===== src/rtl/xor_stage_pkg.sv =====
// Shared types and constants for the XOR decrypt stage (keystream ^ ciphertext).
package xor_stage_pkg;

    // Message sequencing states of the decrypt stage.
    typedef enum logic [1:0] {
        ST_IDLE  = 2'd0,
        ST_RUN   = 2'd1,
        ST_DRAIN = 2'd2,
        ST_DONE  = 2'd3
    } state_e;

    // Output buffer is fixed at two entries in this revision.
    localparam int FIFO_DEPTH = 2;
    localparam int FIFO_CNT_W = $clog2(FIFO_DEPTH + 1);

    typedef logic [7:0]            byte_t;
    typedef logic [FIFO_CNT_W-1:0] fifo_cnt_t;

    localparam fifo_cnt_t FIFO_FULL_CNT = fifo_cnt_t'(FIFO_DEPTH);

endpackage


===== src/rtl/xor_out_fifo.sv =====
// Two-entry, 8-bit synchronous FIFO buffering plaintext bytes for the writer.
// Push into a full FIFO and pop from an empty one are ignored.
module xor_out_fifo
    import xor_stage_pkg::*;
(
    input  logic                  clk,
    input  logic                  rst,
    input  logic                  push_i,
    input  logic [7:0]            data_i,
    input  logic                  pop_i,
    output logic                  valid_o,
    output logic [7:0]            data_o,
    output logic [FIFO_CNT_W-1:0] cnt_o
);

    byte_t     mem_q [FIFO_DEPTH];
    logic      wr_ptr_q;
    logic      rd_ptr_q;
    fifo_cnt_t cnt_q;

    logic do_push;
    logic do_pop;

    assign do_push = push_i && (cnt_q != FIFO_FULL_CNT);
    assign do_pop  = pop_i  && (cnt_q != '0);

    // Pointer and occupancy bookkeeping.
    always_ff @(posedge clk) begin
        // NOTE: state registers use non-blocking assignments so every flop
        // samples the pre-edge values of the others, independent of order.
        if (rst) begin
            wr_ptr_q <= 1'b0;
            rd_ptr_q <= 1'b0;
            cnt_q    <= '0;
        end else begin
            if (do_push) wr_ptr_q <= ~wr_ptr_q;
            if (do_pop)  rd_ptr_q <= ~rd_ptr_q;
            case ({do_push, do_pop})
                2'b10:   cnt_q <= cnt_q + fifo_cnt_t'(1);
                2'b01:   cnt_q <= cnt_q - fifo_cnt_t'(1);
                default: cnt_q <= cnt_q;
            endcase
        end
    end

    // Storage write.
    always_ff @(posedge clk) begin
        // NOTE: the data array is not reset; occupancy alone decides which
        // entries are meaningful and data_o is masked while empty.
        if (do_push) mem_q[wr_ptr_q] <= data_i;
    end

    assign valid_o = (cnt_q != '0);
    assign data_o  = valid_o ? mem_q[rd_ptr_q] : 8'h00;
    assign cnt_o   = cnt_q;

endmodule


===== src/rtl/xor_decrypt_stage.sv =====
// XOR decrypt stage: joins RC4 keystream and ciphertext bytes, emits
// plaintext through a two-entry FIFO, counts bytes against a programmed
// message length and pulses done_o at the end of each message.
// Optional: define XOR_STAGE_CHECKSUM_EN to add chksum_o, a running XOR
// of the plaintext bytes of the current message.
module xor_decrypt_stage
    import xor_stage_pkg::*;
#(
    parameter int LEN_W = 16
) (
    input  logic             clk,
    input  logic             rst,
    input  logic             start_i,
    input  logic [LEN_W-1:0] msg_len_i,
    input  logic             ks_valid_i,
    input  logic [7:0]       ks_data_i,
    output logic             ks_ready_o,
    input  logic             ct_valid_i,
    input  logic [7:0]       ct_data_i,
    output logic             ct_ready_o,
    output logic             pt_valid_o,
    output logic [7:0]       pt_data_o,
    input  logic             pt_ready_i,
    output logic             busy_o,
    output logic             done_o,
`ifdef XOR_STAGE_CHECKSUM_EN
    output logic [7:0]       chksum_o,
`endif
    output logic [LEN_W-1:0] byte_cnt_o
);

    state_e           state_q, state_d;
    logic [LEN_W-1:0] len_q, len_d;
    logic [LEN_W-1:0] cnt_q, cnt_d;
    logic [LEN_W-1:0] cnt_inc;

    logic             fifo_valid;
    logic [7:0]       fifo_data;
    fifo_cnt_t        fifo_cnt;
    logic             fire;
    logic             pop;
    byte_t            pt_byte;

`ifdef XOR_STAGE_CHECKSUM_EN
    byte_t            chk_q, chk_d;
`endif

    // Both operand bytes are consumed together, only in RUN and only when
    // the FIFO has room; rst suppresses everything combinationally so all
    // outputs read 0 for every cycle rst is high.
    assign fire    = !rst && (state_q == ST_RUN) && ks_valid_i && ct_valid_i
                     && (fifo_cnt != FIFO_FULL_CNT);
    assign pop     = !rst && fifo_valid && pt_ready_i;
    assign pt_byte = ks_data_i ^ ct_data_i;
    assign cnt_inc = cnt_q + LEN_W'(1);

    xor_out_fifo u_fifo (
        .clk     (clk),
        .rst     (rst),
        .push_i  (fire),
        .data_i  (pt_byte),
        .pop_i   (pop),
        .valid_o (fifo_valid),
        .data_o  (fifo_data),
        .cnt_o   (fifo_cnt)
    );

    // Next-state logic for the message FSM, length latch and byte counter.
    always_comb begin
        // NOTE: every variable gets its hold value first so no path through
        // the case leaves one unassigned, which would infer a latch.
        state_d = state_q;
        len_d   = len_q;
        cnt_d   = cnt_q;
`ifdef XOR_STAGE_CHECKSUM_EN
        chk_d   = chk_q;
`endif
        case (state_q)
            ST_IDLE: begin
                if (start_i) begin
                    len_d   = msg_len_i;
                    cnt_d   = '0;
`ifdef XOR_STAGE_CHECKSUM_EN
                    chk_d   = 8'h00;
`endif
                    state_d = (msg_len_i == '0) ? ST_DONE : ST_RUN;
                end
            end
            ST_RUN: begin
                if (fire) begin
                    cnt_d = cnt_inc;
`ifdef XOR_STAGE_CHECKSUM_EN
                    chk_d = chk_q ^ pt_byte;
`endif
                    // Counter stops at len_q, so it never wraps in a message.
                    if (cnt_inc == len_q) state_d = ST_DRAIN;
                end
            end
            ST_DRAIN: begin
                if (!fifo_valid) state_d = ST_DONE;
            end
            ST_DONE: begin
                state_d = ST_IDLE;
            end
            default: begin
                state_d = ST_IDLE;
            end
        endcase
    end

    // State, length and counter registers with synchronous reset.
    always_ff @(posedge clk) begin
        if (rst) begin
            state_q <= ST_IDLE;
            len_q   <= '0;
            cnt_q   <= '0;
`ifdef XOR_STAGE_CHECKSUM_EN
            chk_q   <= 8'h00;
`endif
        end else begin
            state_q <= state_d;
            len_q   <= len_d;
            cnt_q   <= cnt_d;
`ifdef XOR_STAGE_CHECKSUM_EN
            chk_q   <= chk_d;
`endif
        end
    end

    assign ks_ready_o = fire;
    assign ct_ready_o = fire;
    assign pt_valid_o = !rst && fifo_valid;
    assign pt_data_o  = rst ? 8'h00 : fifo_data;
    assign busy_o     = !rst && ((state_q == ST_RUN) || (state_q == ST_DRAIN));
    assign done_o     = !rst && (state_q == ST_DONE);
    assign byte_cnt_o = rst ? '0 : cnt_q;
`ifdef XOR_STAGE_CHECKSUM_EN
    assign chksum_o   = rst ? 8'h00 : chk_q;
`endif

endmodule


===== config.mk =====
export PLATFORM = sky130hd
export DESIGN_NAME = xor_decrypt_stage
export DESIGN_NICKNAME = d
export VERILOG_FILES = /design/src/rtl/xor_stage_pkg.sv /design/src/rtl/xor_out_fifo.sv /design/src/rtl/xor_decrypt_stage.sv
export SDC_FILE = /design/constraint.sdc
export NUM_CORES = 1
export LEC_CHECK = 0
export CORE_UTILIZATION = 40
export CTS_BUF_LIST = sky130_fd_sc_hd__clkbuf_8 sky130_fd_sc_hd__clkbuf_16
export DETAILED_ROUTE_END_ITERATION = 10
export GPL_TIMING_DRIVEN = 0
export MAX_ROUTING_LAYER = met4
export PLACE_DENSITY = 0.67
export SYNTH_ARGS = -nofsm -noshare
export SYNTH_HDL_FRONTEND = slang
export SYNTH_SLANG_ARGS = --single-unit

===== constraint.sdc =====
create_clock -name clk -period 3.1 [get_ports clk]
set_input_delay 0.62 -clock clk [delete_from_list [all_inputs] [get_ports clk]]
set_output_delay 0.62 -clock clk [all_outputs]
set_load 0.005 [all_outputs]

---- After elaboration in Yosys (flattened, before gate mapping) ----
Memories as Yosys holds them, arrays and structs flattened. A register that Yosys moved wholly into a read port is not among the register bits.
Cells that the tools add are included.
operators by class
  add/sub/neg operators ................... 3
  equality and inequality tests ........... 11
  multiplexer cells ....................... 17
  bitwise operators ....................... 3
  reductions and logical operators ........ 20
operators with widths
  kind                   number
  $mux 16                3
  $pmux 16 s2            1
  $add 16x1->16 const B  1
  $eq 16x16->1           1
  $logic_not 16->1       1
  $mux 8                 2
  $logic_and 1x1->1      10
  $mux 2                 5
  $pmux 2 s4             1
  $xor 8x8->8            1
  $eq 2x2->1 const B     3
  $ne 2x2->1 const B     3
  $reduce_bool 2->1      3
  $eq 2x1->1 const B     2
  $mux 1                 4
  $ne 2x1->1 const B     2
  $pmux 2 s2             1
  $reduce_and 4->1       1
  $reduce_and 3->1       1
  $add 2x1->2 const B    1
  $logic_not 2->1        1
  $not 1->1              2
  $reduce_and 2->1       1
  $sub 2x1->2 const B    1
  other kinds (2)        2
word-level totals
  bits in registers ....................... 38
  memory bits (writable) .................. 16
  input port bits ......................... 38
  memories ................................ 1
memory list
  memory        depth  bits a word  rd ports  clocked after Yosys merged registers in  wr ports  RTL line            text
  u_fifo.mem_q  2      8            1         1                                        1         xor_out_fifo.sv:16  byte_t mem_q [FIFO_DEPTH];

---- Logic depth before layout (Yosys ltp) ----
Gate-level depths: netlist of the first run.
  depth after elaboration ................. 8
  gate-level depth with buffers ........... 10
  mapped depth without buffers ............ 9

---- Cells and area by module ----
Synthesis of the first run repeated with hierarchy kept, for this count alone.
second synthesis, totals
  cell total of the unflattened synthesis .. 374
  area total of the unflattened synthesis .. 3,194.3 um^2
by module, submodules not included
  module             times used  cells an instance  area each (um^2)
  xor_decrypt_stage  1           314                2,377.3
  xor_out_fifo       1           60                 817.0

---- Worst setup path before layout of the first run ----
Ideal clock, no wire load.
  kind .................................... register -> register
  from .................................... reg cnt_q[1]
  to ...................................... reg state_q[0]
  library setup time ...................... 0.086 ns
  arrival ................................. 2.354 ns
  required time ........................... 3.014 ns
  slack ................................... 0.660 ns
  cell stages (with the launch flop) ...... 9
  cell sequence ........................... dfxtp_1 -> ha_1 -> nand3_1 -> nor3_4 -> nand4_1 -> a22o_1 -> or4b_4 -> and2_4 -> a211oi_1
on the way
  cells in the longest elaborated chain, start to end .. 4
ends and longest elaborated chain
  element                            RTL line                  text
  start: declaration                 xor_decrypt_stage.sv:34   logic [LEN_W-1:0] cnt_q, cnt_d;
  start signal: assignment           xor_decrypt_stage.sv:123  cnt_q <= cnt_d;
  $add 16x1->16                      xor_decrypt_stage.sv:55   assign cnt_inc = cnt_q + LEN_W'(1);
  $eq 16x16->1                       xor_decrypt_stage.sv:96   if (cnt_inc == len_q) state_d = ST_DRAIN;
  $ne 2x1->1 (no source line)        -
  $reduce_and 4->1 (no source line)  -
  end signal: assignment             xor_decrypt_stage.sv:121  state_q <= state_d;
  end: declaration                   xor_decrypt_stage.sv:32   state_e state_q, state_d;
Every way passes these cells.
A chain may end at the register's enable or synchronous reset.

---- Final worst setup path of the first run ----
  from .................................... reg state_q[1]
  to ...................................... out ks_ready_o
on the way
  cells in the longest elaborated chain, start to end .. 5
ends and longest elaborated chain
  element                          RTL line                 text
  $eq 2x1->1                       xor_decrypt_stage.sv:51  assign fire = !rst && (state_q == ST_RUN) && ks_valid_i && ct_valid_i
  $logic_and 1x1->1 (3 in series)  xor_decrypt_stage.sv:51
  $logic_and 1x1->1                xor_decrypt_stage.sv:52  && (fifo_cnt != FIFO_FULL_CNT);
  end: declaration                 xor_decrypt_stage.sv:17  output logic ks_ready_o,
Every way passes these cells.

==> impl_metrics.tcl, run 1 <==
set metrics [dict create \
    hp-class "register to register" \
    grt_max_degree 18 \
    grt.overflow.total 0 \
    crit_arrival_ns 2.34 \
    report.final.slew_viol_count 0 \
    syn-num-nets 389 \
    cts_made_buffers 5 \
    dr.pass1.iters 4 \
    drive_gt1_frac 0.0740 \
    die_x_um 89.3 \
    synth.area.top_cells "dfxtp_1 (26%), edfxtp_1 (16%), nand2_1 (5.7%)" \
    pre_cts_slack_ns 0.0745 \
    cpLargestDelayFamily "buffers and inverters" \
    ys_ff_latch 55 \
    cts_buffer_depth 2 \
    dp_cells 508 \
    timing_worst_setup_path_type "register to output port" \
    clk_latency_ns 0.31 \
    post-route-drc-count 0 \
    fmax_mhz 337 \
    yosysUniqueCellTypes 51 \
    ff_latch_area_um2 1260 \
    cp_slowest_stage_delay_ns 0.59 \
    crit_path_top_delay_cell "or4_1" \
    yosys_warnings 0 \
    antenna_cells 0 \
    finalCoreUtilization 0.536 \
    nets 463 \
    multi_input_area_um2 1660 \
    grt_pass1_wl_um 11600 \
    worst_slew_pin_slew_ns 0.699 \
    hold_viol_final 0 \
    grt_util_all_layers 0.196 \
    finClkSkew_ns 0.00432 \
    synth_compound_area_frac 0.151 \
    yosys.area_share.adder 0.0320 \
    critPathBufInv 5 \
    syn_area_per_cell_um2 8.87 \
    port_buffers 65 \
    antenna_left 0 \
    core_area_um2 7330 \
    netlist_area_um2 3050 \
    netlist_instances 344 \
    ys.flop_type "dfxtp_1" \
    cp_cell_sequence "inv_1, ha_1, inv_1, or4_1, clkinvlp_4, buf_4, clkdlybuf4s50_1" \
    synthMuxAreaShare 0.0299 \
    antenna_found_initial 0 \
    required_ns 2.48 \
    htreeDepth 2 \
    setup_slack_ns 0.136 \
    gp_congestion 0.853 \
    synth_xor_area_frac 0.0824 \
    ys_seq_area_frac 0.413 \
    yosys.area.top_type_share 0.256 \
    finalSetupViolCount 0 \
    finalWirelength_um 7220 \
    cp_common_cell "inv_1" \
    drtIter0Drc 186 \
    period_minus_slack_ns 2.96 \
    hold_buffers 0 \
    fill_cells 694 \
    wl_per_cell_um 13.9 \
    drv_cap 0 \
    cts_root_buffer "clkbuf_8" \
    grt_pass1_vias 2390 \
    status "finished, final reports clean" \
    cp-start-kind "register" \
    fin_crit_sh 0.956 \
    cts_sinks 55 \
    ir_worst_vdd_v 0.000309 \
    p_leak_nw 1.39 \
    synth_simple_gate_area_frac 0.249 \
    relSlewSlack 0.532 \
    synth_edf_count 16 \
    num_rows 31 \
    start_util 0.416 \
    clk_pin_slew_ns 0.10 \
    crit_fanout 4 \
    area_growth_pct 28.8 \
    postSynth.asyncResetShare 0 \
    fin_cells 518 \
    synth_top_family_by_area "simple AND/OR/NAND/NOR gates" \
    worst_setup_path_end_kind "output port" \
    cts_tree "built" \
    die_y_um 89.3 \
    synth_top_cell_by_area "dfxtp_1" \
    post-dp-hpwl_um 5680 \
    num_io_pins 67 \
    powerDensity_nw_per_um2 448 \
    dieArea_um2 7980 \
    vias_per_cell 5.17 \
    ff2ff_setup_slack_ns 0.21 \
    vias 2676 \
]
## stage by stage
stage / power (mW) / setup TNS (ns) / hold WS, ns / area [um2]
floorplan: 1.19 / 0 / 0.448 / 3050
global placement: 1.37 / 0 / 0.459 / 3820
CTS: 1.77 / 0 / 0.476 / 3910
detailed placement: 1.38 / 0 / 0.462 / 3820
finish: 1.76 / 0 / 0.474 / 3930
global route: 1.87 / -0.000320 / 0.504 / 3930
## worst min-delay path: cells and delay by family (launching register included)
kind	cells	cell delay, ns
AO/OA/AOI/OAI	1	0.05
flip-flops	1	0.33
AND/OR/NAND/NOR	1	0.05
## cell type report
type,instances,share of cell area
Tap cell,99,0.0315
Clock inverter,3,0.00446
Inverter,7,0.00764
Buffer,22,0.0264
Sequential cell,55,0.321
Clock buffer,5,0.0175
Multi-Input combinational cell,260,0.422
Timing Repair Buffer,67,0.169
## layer usage
layer | GRT usage | wire [um]
met1 | 0.265 | 3440
met2 | 0.310 | 3410
met3 | 0.0259 | 302
met4 | 0.0491 | 65
met5 | - | 0
## cells by family after synthesis
| kind of cell | count (synthesis) |
|---|---|
| buffers and inverters | 29 |
| DFF | 55 |
| AOI/OAI and AO/OA | 78 |
| adders and majority gates | 8 |
| and+or+nand+nor | 138 |
| muxes | 9 |
| xor gates and xnor gates | 27 |
## sequential cells by signal (all words and copies together) (netlist names), named ones only
| name | cells |
|---|---|
| u_fifo.wr_ptr_q | 1 |
| state_q | 2 |
| u_fifo.rd_ptr_q | 1 |
| u_fifo.cnt_o | 2 |
| u_fifo.mem_q | 16 |
| cnt_q | 16 |
| len_q | 16 |
## cells in the mapped netlist, types with 2 or more instances
cell       n
xnor2_1   11
nand2_1   46
or3_1      4
o31ai_1    6
and3_1     4
mux2i_1    8
a21oi_1   26
and2_1     4
dfxtp_1   39
nor2b_1   18
a22o_1     2
o41ai_1    3
or2_2      2
buf_2      5
a211oi_1   5
o22ai_1    2
clkbuf_1  13
nor4b_1    3
a31oi_1    3
buf_4      4
nor4_1     5
ha_1       7
o21ai_0   26
xor2_1    15
nor3_1     3
and4_4     3
nor2_1    21
inv_1      6
edfxtp_1  16
nand2b_1   2
nand4_1    5
nand3_1    8
## layout by cell type (no fill, tap or decap), drive strengths merged, types with 7 or more instances in the layout
cell | Yosys | routed
nand3 | 8 | 8
dfxtp | 39 | 39
o21ai | 26 | 26
clkbuf | 13 | 18
xor2 | 15 | 15
xnor2 | 11 | 11
mux2i | 8 | 8
ha | 7 | 7
a21oi | 26 | 26
nand2 | 46 | 46
nor2b | 18 | 18
clkdlybuf4s50 | 0 | 65
buf | 9 | 11
inv | 6 | 7
nand4 | 7 | 7
nor2 | 21 | 21
edfxtp | 16 | 16
## final timing paths
check,cells past startpoint,from,end
worst max register to register,8,cnt_q[1],state_q[0]
worst min register to register,2,len_q[14],len_q[14]
worst min-delay path,2,len_q[14],len_q[14]
worst max-delay path,7,state_q[1],ks_ready_o
## power by group
group | switching [mW] | internal [mW] | total (mW)
registers | 0.0434 | 0.799 | 0.842
clock network | 0.236 | 0.159 | 0.395
logic | 0.282 | 0.240 | 0.522
## what timing repair did
item / 4_1_cts / 5_1_grt
buffers inserted: 0 / 2
endpoints found under the setup margin: 0 / 2
gates resized for setup: 0 / 1
No activity file was read; power rests on OpenSTA's default activity.
==> run 2: changes to the inputs <==
--- a/config.mk
+++ b/config.mk
@@ -5,12 +5,14 @@
 export SDC_FILE = /design/constraint.sdc
 export NUM_CORES = 1
 export LEC_CHECK = 0
+export CORE_MARGIN = 10
 export CORE_UTILIZATION = 40
 export CTS_BUF_LIST = sky130_fd_sc_hd__clkbuf_8 sky130_fd_sc_hd__clkbuf_16
 export DETAILED_ROUTE_END_ITERATION = 10
 export GPL_TIMING_DRIVEN = 0
 export MAX_ROUTING_LAYER = met4
 export PLACE_DENSITY = 0.67
+export SETUP_SLACK_MARGIN = 0.4
 export SYNTH_ARGS = -nofsm -noshare
 export SYNTH_HDL_FRONTEND = slang
 export SYNTH_SLANG_ARGS = --single-unit
==> constraint.sdc (replaced) <==
create_clock -name clk -period 3.1 [get_ports clk]
set_input_delay 0.93 -clock clk [delete_from_list [all_inputs] [get_ports clk]]
set_output_delay 0.93 -clock clk [all_outputs]
set_load 0.005 [all_outputs]
==> run 2 against run 1 <==
  * Clock power increased by 5.6%
  * Largest cell class unchanged
  * Hold slack gained 0.0037 ns
  * Global-route usage fell by 5.3 points
  * Non-clock buffer count grew 9
  * Sequential share of layout area fell by 1.1 points
==> impl_metrics.tcl, run 2 (same netlist as run 1, synthesis figures left out) <==
set metrics [dict create \
    die_x_um 107 \
    reg2reg_from "cnt_q[0]" \
    fin_cells 527 \
    p_seq_frac 0.452 \
    whs_endpoint "len_q[15]" \
    final_common_cell "nand2_1" \
    cts_buffer_depth 2 \
    cpLargestDelayFamily "simple AND/OR/NAND/NOR gates" \
    relSlewSlack 0.518 \
    hold_depth 2 \
    crit_path_top_delay_cell "or4_4" \
    post-dp-hpwl_um 6190 \
    grt_pass1_vias 2721 \
    biggestRegsByFlops "cnt_q: 16 flops, len_q: 16 flops, u_fifo.mem_q: 16 flops" \
    antenna_cells 0 \
    required_ns 2.17 \
    finalCoreUtilization 0.557 \
    pre_cts_slack_ns -0.574 \
    hold_slack_ns 0.478 \
    power.share.clock 0.223 \
    status "finished, final reports clean" \
    start_util 0.416 \
    crit_arrival_ns 1.82 \
    worst_setup_path_end_kind "output port" \
    grt_pass1_wl_um 13200 \
    cts_tree "built" \
    gp_congestion 0.868 \
    grt_util_all_layers 0.142 \
    dr.pass1.iters 4 \
    r2r-end "state_q[0]" \
    critPathBufInv 4 \
    antenna_left 0 \
    final_cell_mix "nand2_1 (45), dfxtp_1 (37), clkdlybuf4s50_1 (34)" \
    cts_root_buffer "clkbuf_8" \
    powerDensity_nw_per_um2 458 \
    vias 2778 \
    cp_slowest_stage_delay_ns 0.54 \
    power.total_mw 1.87 \
    cts_made_buffers 5 \
    cp-start-kind "input port" \
    drive_gt1_frac 0.173 \
    timing_worst_setup_path_type "input port to output port" \
    rsz0062_at_grt "true" \
    clk_latency_ns 0.31 \
    hold_buffers 0 \
    worst_slew_pin_slew_ns 0.721 \
    hold_viol_final 0 \
    r2r_cells 8 \
    finClkSkew_ns 0.00784 \
    core_area_um2 7330 \
    num_rows 31 \
    p_leak_nw 1.61 \
    finalWirelength_um 8350 \
    wl_per_cell_um 15.8 \
    comb_power_share 0.324 \
    fin_setup_tns_ns 0 \
    antenna_found_initial 0 \
    cp_cell_sequence "buf_12, or4_4, clkinv_4, buf_6, buf_6" \
    dieArea_um2 11500 \
    grt.overflow.total 0 \
    setup_slack_ns 0.347 \
    grt_max_degree 20 \
    cp_common_cell "buf_6" \
    area_growth_pct 33.8 \
    drtIter0Drc 198 \
    finalSetupViolCount 0 \
    htreeDepth 2 \
    ff2ff_setup_slack_ns 0.44 \
    cts_sinks 55 \
    fmax_mhz 363 \
    post-route-drc-count 0 \
    clk_pin_slew_ns 0.10 \
    power_switching_mw 0.619 \
    die_y_um 107 \
    drv_cap 0 \
    nets 472 \
    ir_worst_vdd_v 0.000304 \
    num_io_pins 67 \
    period_minus_slack_ns 2.75 \
    dp_cells 508 \
    hp-class "register to register" \
    worstHoldStart "len_q[15]" \
    crit_fanout 5 \
    final_area_um2 4080 \
    postPlaceCellArea_um2 3830 \
    p_sw_frac 0.331 \
    vias_per_cell 5.27 \
    port_buffers 65 \
    p_int_mw 1.25 \
    fin_crit_sh 0.888 \
    report.final.slew_viol_count 0 \
]
==> run 2: metal layers <==
metal  vias to the layer above  GRT usage  wire length [um]
met5                         -          -                 0
met4                         0     0.0416               108
met3                         8     0.0216               374
met2                        70      0.229              4120
met1                      1310      0.180              3740
li1                       1390          -                 -
==> run 2: final cells by class <==
| cell class | count | area (um2) |
|---|---|---|
| fillers | 680 | 3250 |
| clock inverters | 3 | 27.5 |
| multi-input cells | 260 | 1710 |
| clock buffers | 5 | 68.8 |
| inverters | 7 | 31.3 |
| well taps | 99 | 124 |
| plain buffers | 22 | 159 |
| repair buffers | 76 | 696 |
| flip-flops and latches | 55 | 1260 |
==> run 2: how the worst max path moves through the flow <==
stage	from	end	slack, ns	depth (start not counted)
2_1_floorplan	rst	u_fifo.cnt_o[1]	0.44	8
3_3_place_gp	ct_valid_i	ks_ready_o	-0.57	6
3_5_place_dp	ct_valid_i	ks_ready_o	-0.57	6
4_1_cts	ks_valid_i	ks_ready_o	0.31	6
5_1_grt	rst	ks_ready_o	0.33	5
6_report	rst	ks_ready_o	0.35	5
==> run 2: worst register-to-register path: stages (launching register included) <==
cell      delay (ns)
dfxtp_1         0.35
buf_2           0.20
and4_4          0.28
nand4_4         0.16
or3_1           0.42
a211oi_2        0.22
or4b_4          0.53
a211oi_2        0.31
a211oi_2        0.08
==> run 2: power groups by stage <==
stage               combinational (mW)  clock [mW]  sequential (mW)
finish                           0.606       0.417            0.845
global route                     0.673       0.446            0.851
CTS                              0.548       0.427            0.844
detailed placement               0.520           0            0.861
global placement                 0.513           0            0.858
floorplan                        0.348           0            0.846
==> run 2: what timing repair did <==
item                       CTS  global route
setup buffers                5             4
cloned                       1             1
pin swaps                    4             1
gates resized for setup     82            21
setup endpoints to repair   41            20
==> run 3: changes to the inputs <==
--- a/config.mk
+++ b/config.mk
@@ -12,7 +12,7 @@
 export GPL_TIMING_DRIVEN = 0
 export MAX_ROUTING_LAYER = met4
 export PLACE_DENSITY = 0.67
-export SETUP_SLACK_MARGIN = 0.4
+export SETUP_SLACK_MARGIN = 0.2
 export SYNTH_ARGS = -nofsm -noshare
 export SYNTH_HDL_FRONTEND = slang
 export SYNTH_SLANG_ARGS = --single-unit
==> run 3 against run 2 <==
  * Sequential share of layout area up 0.33 points
  * Non-clock buffer count down 7
  * Register-to-register slack worse by 0.08 ns
  * Via count down 2.0%
  * Clock skew about the same
  * Sequential cell count unchanged
  * Critical path depth down 1
  * Combinational power down 12%
  * Global-route usage about the same
  * Maximum frequency down 4.0%
  * Clock-buffer cell count unchanged
  * First-iteration DRC count down 32%
==> impl_metrics.tcl, run 3 (same netlist as run 1, synthesis figures left out) <==
set metrics [dict create \
    post-dp-hpwl_um 6120 \
    clk_pin_slew_ns 0.10 \
    grt_util_all_layers 0.143 \
    pre_cts_slack_ns -0.597 \
    fin_crit_sh 0.925 \
    crit_fanout 10 \
    biggestRegsByFlops "cnt_q: 16 flops, len_q: 16 flops, u_fifo.mem_q: 16 flops" \
    clk_latency_ns 0.32 \
    vias 2722 \
    final_common_cell "clkdlybuf4s50_1" \
    p_sw_frac 0.301 \
    cpLargestDelayFamily "buffers and inverters" \
    start_util 0.416 \
    p_int_mw 1.37 \
    die_x_um 107 \
    required_ns 2.17 \
    fin_cells 520 \
    gp_congestion 0.865 \
    hp-class "register to register" \
    p_leak_nw 1.52 \
    cts_made_buffers 5 \
    cts_root_buffer "clkbuf_8" \
    report.final.slew_viol_count 0 \
    r2r_cells 8 \
    crit_arrival_ns 1.94 \
    grt_max_degree 19 \
    power_switching_mw 0.591 \
    antenna_found_initial 0 \
    status "finished, final reports clean" \
    antenna_cells 0 \
    cts_tree "built" \
    dp_cells 508 \
    cts_sinks 55 \
    finalWirelength_um 8000 \
    grt_pass1_vias 2625 \
    crit_path_top_delay_cell "clkdlybuf4s50_1" \
    dr.pass1.iters 5 \
    nets 465 \
    num_io_pins 67 \
    final_cell_mix "clkdlybuf4s50_1 (50), nand2_1 (45), dfxtp_1 (39)" \
    power.share.clock 0.298 \
    period_minus_slack_ns 2.87 \
    cp-start-kind "input port" \
    core_area_um2 7330 \
    area_growth_pct 32.1 \
    worstHoldStart "len_q[6]" \
    critical_path_depth 4 \
    fin_setup_tns_ns 0 \
    cp_cell_sequence "clkbuf_4, buf_4, nor2_1, clkdlybuf4s50_1" \
    fmax_mhz 349 \
    cp_slowest_stage_delay_ns 0.53 \
    power.total_mw 1.96 \
    finClkSkew_ns 0.00792 \
    dieArea_um2 11500 \
    htreeDepth 2 \
    comb_power_share 0.272 \
    grt_pass1_wl_um 13100 \
    drtIter0Drc 134 \
    rsz0062_at_grt "true" \
    vias_per_cell 5.23 \
    post-route-drc-count 0 \
    hold_depth 2 \
    p_seq_frac 0.430 \
    hold_viol_final 0 \
    die_y_um 107 \
    antenna_left 0 \
    critPathBufInv 3 \
    postPlaceCellArea_um2 3820 \
    drive_gt1_frac 0.112 \
    powerDensity_nw_per_um2 487 \
    setup_slack_ns 0.233 \
    fill_cells 671 \
    finalSetupViolCount 0 \
    final_area_um2 4030 \
    relSlewSlack 0.492 \
    cp-startpoint "rst" \
    cts_buffer_depth 2 \
    wl_per_cell_um 15.4 \
    worst_setup_path_end_kind "output port" \
    drv_cap 0 \
    grt.overflow.total 0 \
    finalCoreUtilization 0.550 \
    hold_buffers 0 \
    worst_slew_pin_slew_ns 0.759 \
    timing_worst_setup_path_type "input port to output port" \
    num_rows 31 \
    port_buffers 65 \
    reg2reg_from "cnt_q[1]" \
    hold_slack_ns 0.475 \
    ir_worst_vdd_v 0.000310 \
]
-- run 3: power by group through the flow --
stage | clock network [mW] | registers [mW] | logic (mW)
3_5_place_dp | 0 | 0.860 | 0.518
5_1_grt | 0.608 | 0.852 | 0.604
3_3_place_gp | 0 | 0.858 | 0.510
4_1_cts | 0.589 | 0.843 | 0.528
6_report | 0.584 | 0.844 | 0.534
2_1_floorplan | 0 | 0.846 | 0.346
-- run 3: worst paths after layout --
check | to | slack (ns)
setup / recovery | byte_cnt_o[8] | 0.23
hold / removal | len_q[6] | 0.48
setup reg to reg | state_q[0] | 0.36
hold reg to reg | len_q[6] | 0.48
-- run 3: repair_timing --
action                                  4_1_cts  5_1_grt
endpoints found under the setup margin       30       19
pin swaps                                     3        1
buffers inserted                              4        0
gates resized for setup                      36        8
endpoints found under the hold margin         0        0
-- run 3: worst register-to-register path, stage by stage (launching register included) --
cell	delay, ns
dfxtp_1	0.48
ha_1	0.36
nand3_2	0.22
nor3_4	0.23
nand4_1	0.12
a22o_1	0.25
or4b_4	0.58
and2_4	0.19
a211oi_1	0.23
-- run 3: area by class of cell --
class | count | area [um2] | area share
multi-input combinational | 260 | 1680 | 0.417
sequential | 55 | 1260 | 0.313
timing repair buffer | 69 | 666 | 0.165
buffer | 22 | 129 | 0.0320
tap | 99 | 124 | 0.0307
clock inverter | 3 | 71.3 | 0.0177
clock buffer | 5 | 68.8 | 0.0171
inverter | 7 | 31.3 | 0.00776
-- run 3: routing by layer --
layer / up-vias / wire length, um / global-route usage / share of wire
met5: - / 0 / - / 0
met1: 1268 / 3830 / 0.189 / 0.48
li1: 1370 / - / - / -
met3: 6 / 363 / 0.0263 / 0.045
met2: 78 / 3740 / 0.217 / 0.47
met4: 0 / 72 / 0.0377 / 0.0090
==> RTL change (flow settings as in run 2) <==
Encoding of `state_e`: now one-hot (4 bits for 4 states).
--- a/src/rtl/xor_stage_pkg.sv
+++ b/src/rtl/xor_stage_pkg.sv
@@ -4,7 +4,7 @@
     // Message sequencing states of the decrypt stage.
-    typedef enum logic [1:0] {
-        ST_IDLE  = 2'd0,
-        ST_RUN   = 2'd1,
-        ST_DRAIN = 2'd2,
-        ST_DONE  = 2'd3
+    typedef enum logic [3:0] {
+        ST_IDLE  = 4'b0001,
+        ST_RUN   = 4'b0010,
+        ST_DRAIN = 4'b0100,
+        ST_DONE  = 4'b1000
     } state_e;
Function: same outputs for any inputs over 10 cycles, from zero or initial values and one cycle with rst high; not proved beyond that.
==> RTL change against run 2 <==
Via count is 3.2% higher. Die area grew 0.27%. Sequential cell count up 2. Global-route usage up 1.2 points. Synthesized area rose by 0.33%. Worst setup slack lost 0.039 ns. Routed wire length up 6.1%. Register-to-register slack improved by 0.05 ns. Clock skew increased by 0.00090 ns. Design area increased by 4.3%. Cell count grew 2.8%.
Power is not compared: it rests on default switching activity, and its combinational part moved more than twofold at a synthesized area within 25%.
==> RTL change: results (changes against run 2) <==
** Synth
- Yosys attributes the largest share of cell area to sky130_fd_sc_hd__dfxtp_1, sky130_fd_sc_hd__edfxtp_1, sky130_fd_sc_hd__nand2_1, sky130_fd_sc_hd__xor2_1, sky130_fd_sc_hd__a21oi_1.
- Flip-flop and latch count after synthesis :: 57 (+3.6%)
- The number of unique standard cell types used by synthesis was 48 (-5.9%).
- The sequential-to-total area share from yosys stat came to 42.5% (+1.2 points).
- Area share of xor/xnor cells in the synthesized design :: 10.0% (+1.8 points)
- List of most frequent post-synthesis cells :: sky130_fd_sc_hd__nand2_1, sky130_fd_sc_hd__dfxtp_1, sky130_fd_sc_hd__a21oi_1
- The multiplexer area fraction after synthesis came to 2.62% (-0.38 points).

** Global routing
- Met1 GRT Util :: 18.1% (+0.027 points)
- The fraction of met3 tracks used by global routing came to 3.17% (+1.0 points).
- The largest net degree at the start of global routing was 13 (-35%).
- The wire length of the first global-routing pass came to 13.9 mm (+5.9%).

** Clock tree
- Post-CTS Repair Setup Buffers :: 6 (+1)

** Route
- The wire length on met1 is 3.95 mm (+5.6%).
- The sum of met2 wire segment lengths after detailed routing came to 4.23 mm (+2.5%).
- The violation count after the first detailed-route iteration was 147 (-26%).
- The detailed route wirelength on metal3 is 470 um (+26%).
- Wire length per cell after detailed routing :: 16.3 um (+3.2%)

** Worst hold path
- For hold timing, the worst endpoint is len_q[14].
- The startpoint identified for the worst hold timing path is len_q[14].

** Worst setup path
- Critical Path Sink :: pt_valid_o
- The maximum fanout along the worst path was 6 (+1).
- The path depth of the worst reg2reg path is 7 (-1).

** Run status
- Result of the run :: complete, no violations

** Finish
- The number of filler cells placed in the layout was 661 (-2.8%).
- The count of plain and timing-repair buffers in the layout was 99 (+1.0%).
- Number of cells in the finished layout apart from fillers :: 542 (+2.8%)
- The fraction of standard cell area in multi-input logic is 40.2% (-1.8 points).
- # clk buffers :: 9 (+4)
- Clock network contribution to total cell area :: 4.20% (+1.8 points)
- Total area of sequential cells :: 1300 sq um (+3.1%)
- Inverters :: 8 (+1)
- The number of nets at the end of the flow came to 478 (+1.3%).

** Timing
- Clock Skew :: 0.00874 ns (+0.000902 ns)

** Place
- Hpwl dp :: 6.32 mm (+2.0%)
[RTL change: changes by cell type in the layout (fill, tap and decap cells not counted), sizes merged, moves of 5 or more]
cell and change:
dlygate4sd2 -6, dlymetal6s2s +10, a31oi +5, clkbuf +12, ha -5, nor2 +7, buf -12, xnor2 +6
[RTL change: stage by stage]
step                total power, mW  instance area (sq um)  setup slack (ns)  TNS [ns]  hold WS, ns
global placement               1.10                   3910            -0.920     -8.41        0.463
CTS                            1.74                   4160             0.219         0        0.472
global route                   1.82                   4260             0.252         0        0.488
finish                         1.75                   4260             0.308         0        0.471
detailed placement             1.11                   3910            -0.948     -9.23        0.462
floorplan                      1.01                   3130             0.270         0        0.448
[RTL change: critical path: stages]
cell	delay, ns
sky130_fd_sc_hd__clkbuf_16	0.14
sky130_fd_sc_hd__clkinvlp_4	0.10
sky130_fd_sc_hd__o21ai_2	0.10
sky130_fd_sc_hd__inv_1	0.08
sky130_fd_sc_hd__clkdlybuf4s50_1	0.50
